$ cat src/rtl/hdlc_tx_scheduler.sv
// hdlc_tx_scheduler: round-robin arbiter that feeds complete frames from NUM_SRC
// sources into one HDLC transmitter, with inter-frame gap, start timeout and abort.
module hdlc_tx_scheduler #(
    parameter int NUM_SRC       = 4,
    parameter int IDX_W         = 2,
    parameter int START_TIMEOUT = 64
) (
    input  logic                 Clk,
    input  logic                 Rstn,
    input  logic                 En,
    input  logic [15:0]          GapCycles,
    input  logic                 AbortReq,
    input  logic [NUM_SRC-1:0]   SrcReq,
    input  logic [NUM_SRC*8-1:0] SrcData,
    input  logic [NUM_SRC-1:0]   SrcLast,
    output logic [NUM_SRC-1:0]   SrcRd,
    output logic [NUM_SRC-1:0]   SrcFlush,
    output logic [7:0]           TxInputData,
    input  logic                 TxInputReq,
    output logic                 TxEmpty,
    output logic                 TxStart,
    output logic                 TxAbort,
    input  logic                 TxBusy,
    output logic [NUM_SRC-1:0]   Grant,
    output logic [IDX_W-1:0]     GrantIdx,
    output logic                 Busy,
    output logic                 FrameDone,
    output logic                 FrameAbort,
    output logic                 ErrTimeout
);
    localparam int TO_W = $clog2(START_TIMEOUT + 1);
    localparam logic [TO_W-1:0] TO_LAST = TO_W'(START_TIMEOUT - 1);

    typedef enum logic [2:0] {IDLE, START, STREAM, DRAIN, ABORT, GAP} state_t;

    state_t           state;
    logic [IDX_W-1:0] ptr;
    logic [IDX_W-1:0] win_idx;
    logic [IDX_W-1:0] cand;
    logic             busy_seen;
    logic [TO_W-1:0]  to_cnt;
    logic [15:0]      gap_left;
    logic [15:0]      gap_load;
    logic             last_pop;
    logic             timed_out;

    // Scan downward so the last hit is the nearest set bit after ptr.
    always_comb begin
        win_idx = '0;
        cand = '0;
        for (int k = NUM_SRC; k >= 1; k--) begin
            cand = IDX_W'((int'(ptr) + k) % NUM_SRC);
            if (SrcReq[cand]) win_idx = cand;
        end
    end

    assign last_pop    = TxInputReq & SrcLast[GrantIdx];
    assign timed_out   = !(busy_seen | TxBusy) && to_cnt == TO_LAST;
    assign gap_load    = (GapCycles == 16'd0) ? 16'd0 : GapCycles - 16'd1;
    assign SrcRd       = (state == STREAM && TxInputReq && !AbortReq) ? Grant : '0;
    assign TxInputData = SrcData[{GrantIdx, 3'b000} +: 8];
    assign TxEmpty     = !(state == START || state == STREAM);
    assign Busy        = state != IDLE;

    always_ff @(posedge Clk or negedge Rstn) begin
        if (!Rstn) begin
            state      <= IDLE;
            ptr        <= IDX_W'(NUM_SRC - 1);
            Grant      <= '0;
            GrantIdx   <= '0;
            busy_seen  <= 1'b0;
            to_cnt     <= '0;
            gap_left   <= '0;
            TxStart    <= 1'b0;
            TxAbort    <= 1'b0;
            SrcFlush   <= '0;
            FrameDone  <= 1'b0;
            FrameAbort <= 1'b0;
            ErrTimeout <= 1'b0;
        end else begin
            TxStart    <= 1'b0;
            TxAbort    <= 1'b0;
            SrcFlush   <= '0;
            FrameDone  <= 1'b0;
            FrameAbort <= 1'b0;
            ErrTimeout <= 1'b0;
            case (state)
                IDLE: if (En && |SrcReq) begin
                    state    <= START;
                    ptr      <= win_idx;
                    GrantIdx <= win_idx;
                    Grant    <= NUM_SRC'(1) << win_idx;
                end
                START: if (AbortReq) begin
                    TxAbort  <= 1'b1;
                    SrcFlush <= Grant;
                    state    <= ABORT;
                end else begin
                    TxStart   <= 1'b1;
                    busy_seen <= 1'b0;
                    to_cnt    <= '0;
                    state     <= STREAM;
                end
                STREAM, DRAIN: begin
                    if (TxBusy) busy_seen <= 1'b1;
                    else if (!busy_seen) to_cnt <= to_cnt + 1'b1;
                    if (AbortReq || timed_out) begin
                        TxAbort    <= 1'b1;
                        SrcFlush   <= Grant;
                        ErrTimeout <= timed_out;
                        state      <= ABORT;
                    end else if (state == STREAM && last_pop) begin
                        state <= DRAIN;
                    end else if (state == DRAIN && busy_seen && !TxBusy) begin
                        FrameDone <= 1'b1;
                        Grant     <= '0;
                        GrantIdx  <= '0;
                        gap_left  <= gap_load;
                        state     <= GAP;
                    end
                end
                ABORT: if (!TxBusy) begin
                    FrameAbort <= 1'b1;
                    Grant      <= '0;
                    GrantIdx   <= '0;
                    gap_left   <= gap_load;
                    state      <= GAP;
                end
                GAP: if (gap_left == 16'd0) state <= IDLE;
                     else gap_left <= gap_left - 16'd1;
                default: state <= IDLE;
            endcase
        end
    end
endmodule
$ cat config.mk
export PLATFORM = sky130hd
export DESIGN_NAME = hdlc_tx_scheduler
export DESIGN_NICKNAME = d
export VERILOG_FILES = /design/src/rtl/hdlc_tx_scheduler.sv
export SDC_FILE = /design/constraint.sdc
export NUM_CORES = 1
export LEC_CHECK = 0
export CAP_MARGIN = 20
export CORE_MARGIN = 4
export CORE_UTILIZATION = 39
export CTS_BUF_LIST = sky130_fd_sc_hd__clkbuf_2
export DETAILED_ROUTE_END_ITERATION = 16
export PLACE_DENSITY = 0.8
export SKIP_CTS_REPAIR_TIMING = 1
export SLEW_MARGIN = 20
export SYNTH_ARGS = -nofsm -noshare
export SYNTH_HDL_FRONTEND = slang
export SYNTH_SLANG_ARGS = --single-unit
$ cat constraint.sdc
create_clock -name Clk -period 2.7 [get_ports Clk]
set_input_delay 0.27 -clock Clk [delete_from_list [all_inputs] [get_ports Clk]]
set_output_delay 0.27 -clock Clk [all_outputs]
set_load 0.05 [all_outputs]
==> results.cfg <==
[clock_tree]
root_buffer = clkbuf_2
cts_htree_levels = 2
tritoncts = built
clkSlewWorstSetupHoldPaths_ps = 220
cts.sinks = 44
clk_latency_ps = 400
cts_buffers = 5
clock_path_buffers = 2

[status]
status = finished, violations left
violations = negative hold slack

[die]
die_h_um = 93.85
num_rows = 31
die_x_um = 93.85
core_um2 = 7214
ios = 91
fp.dieArea_um2 = 8807
start_util_pct = 39.84

[synthesis]
seq_area_frac_synth_pct = 38.40
synth_warnings = 0
synth_flop_cell = dfrtp_1
ys_seq_elements = 44
synthCells = 302
avgSynthCellArea_um2 = 9.517
syn_area_um2 = 2874
ys_types = 56
synth_edf_count = 0
async_flop_share_pct = 100.0
synth_nets = 368

[global_routing]
grt_pass1_wl_mm = 11.88
grt.overflow.total = 0
grt_usage_pct = 16.48
grt_pass1_vias = 2587
grt_antenna_before_repair = 0
grt_max_degree = 45

[sta]
hold_viol = 42
rsz0062_at_grt = no
slew_violations = 0
fin_crit_ps = 2529
clock.fmax_ghz = 0.3954
finalSetupTns_ps = 0
worst_hold_slack_ps = -19.13
tightest_slew_ps = 936.2
fin_skew_ps = 12.50
max-slew-margin-rel_pct = 37.58
finalCritPeriodShare_pct = 93.67
setup_viol = 0

[drt]
wl_per_cell_um = 14.60
avgViaCountPerCell = 5.469
detail-route-antenna-nets = 0
firstDrtPassIters = 4
routed_wl_mm = 7.229
vias = 2707
drc = 0
drt_iter0_drc = 131

[job]
drv_cap = 0

[final_layout]
final_util_pct = 55.22
antenna_cells = 0
mostFrequentLayoutCell = clkdlybuf4s50_1
layout.nets = 461
layout_common_cells = clkdlybuf4s50_1, dfrtp_1, nand2_1
area.growth.synth_to_final_pct = 38.62
drive_gt1_share_pct = 11.11

[setup_path]
critPathLaunchType = register
cp.buffers_inverters = 2
cp.required_ps = 2430
crit_cells = 3
path_class = reg -> out
ff2ff_path_depth = 8
arrival_ps = 2260
cp_slowest_cell = clkdlybuf4s50_1
crit_path_max_fanout = 10
critPathTopFamily = buffers and inverters
crit_chain = buf_4, mux4_2, clkdlybuf4s50_1
critPathCaptureType = output port
critical_path.max_stage_delay_ps = 720

[power_and_ir_drop]
power_switching_mw = 1.708
power_density_nw_per_um2 = 895.9
intPower_mw = 1.861
total_power_mw = 3.569
power_leakage_nw = 1.592
combinationalPowerShare_pct = 59.9
seq_power_share_pct = 32.4
irDropWorstVdd_uv = 347.8
switching_share_pct = 47.87
p_clk_share_pct = 7.7

[min_path]
hold_class = in -> async

[placement]
io_buffers = 90
gp_congestion = 0.8692
dp_hpwl_mm = 5.699
==> metal layers <==
layer / GRT usage, % / share of wire [%] / routed length, um / vias up
li1: - / - / - / 1323
met1: 22.15 / 44 / 3171 / 1285
met2: 28.03 / 49 / 3571 / 89
met3: 2.083 / 5.0 / 361 / 10
met4: 4.332 / 1.7 / 124 / 0
met5: 0 / 0 / 0 / -
==> area by class of cell <==
cell class	count	area [um2]
sequential	44	1104
tap	99	123.9
multi-input combinational	234	1654
timing repair buffer	100	1023
clock inverter	2	11.26
fill	650	3231
inverter	10	37.54
clock buffer	6	30.03
==> power groups by stage <==
stage                     clock [mW]  sequential [mW]  combinational, mW
final                          0.276             1.16               2.14
after global routing           0.310             1.20               2.34
after CTS                      0.285             1.15               2.14
after detailed placement           0             1.16               2.14
after global placement             0             1.15               2.08
after floorplan                    0             1.22               1.47
==> Yosys cell counts, drive strengths merged (7+ instances only) <==
cell / n / area share (%)
a21o: 7 / 1.8
a22o: 14 / 4.3
and2: 10 / 2.2
clkbuf: 10 / 1.7
dfrtp: 42 / 37
inv: 10 / 1.3
mux4: 9 / 7.1
nand2: 30 / 3.9
nand3: 7 / 1.2
nor2: 24 / 3.1
nor3: 9 / 1.6
nor4: 10 / 2.4
o21ai: 24 / 4.2
or4: 7 / 2.2
xnor2: 8 / 2.4
xor2: 9 / 2.7
==> path summary, 6_finish.rpt <==
check,startpoint,endpoint,slack (ps)
max in group asynchronous,Rstn,to_cnt[2],2150
min in group Clk,GrantIdx[0],GrantIdx[0],510
max,GrantIdx[0],TxInputData[4],170
max reg2reg,gap_left[0],gap_left[14],250
min reg2reg,GrantIdx[0],GrantIdx[0],510
min,Rstn,gap_left[6],-20
==> kinds of logic after synthesis <==
logic type	count (synthesis)	share of synthesized area, %
AOI/OAI and AO/OA	77	19.33
buffers and inverters	24	4.048
xor gates and xnor gates	17	5.181
DFF	44	38.40
and+or+nand+nor	122	22.46
muxes	14	8.837
adders and majority gates	4	1.741
==> sequential cells by signal, summed over array words and instances (netlist names), 2 cells and up <==
signal,count
SrcFlush,4
ptr,2
gap_left,16
state,3
to_cnt,7
Grant,4
GrantIdx,2
==> metrics by stage <==
step	cell area, um2	cells	worst slack [ps]
after CTS	3984	495	132.1
final	3984	495	170.8
after global routing	3984	495	34.66
after detailed placement	3943	487	98.87
after floorplan	2874	302	543.6
after global placement	3943	487	170.2
Note: power is estimated with default switching activity, not from simulation.
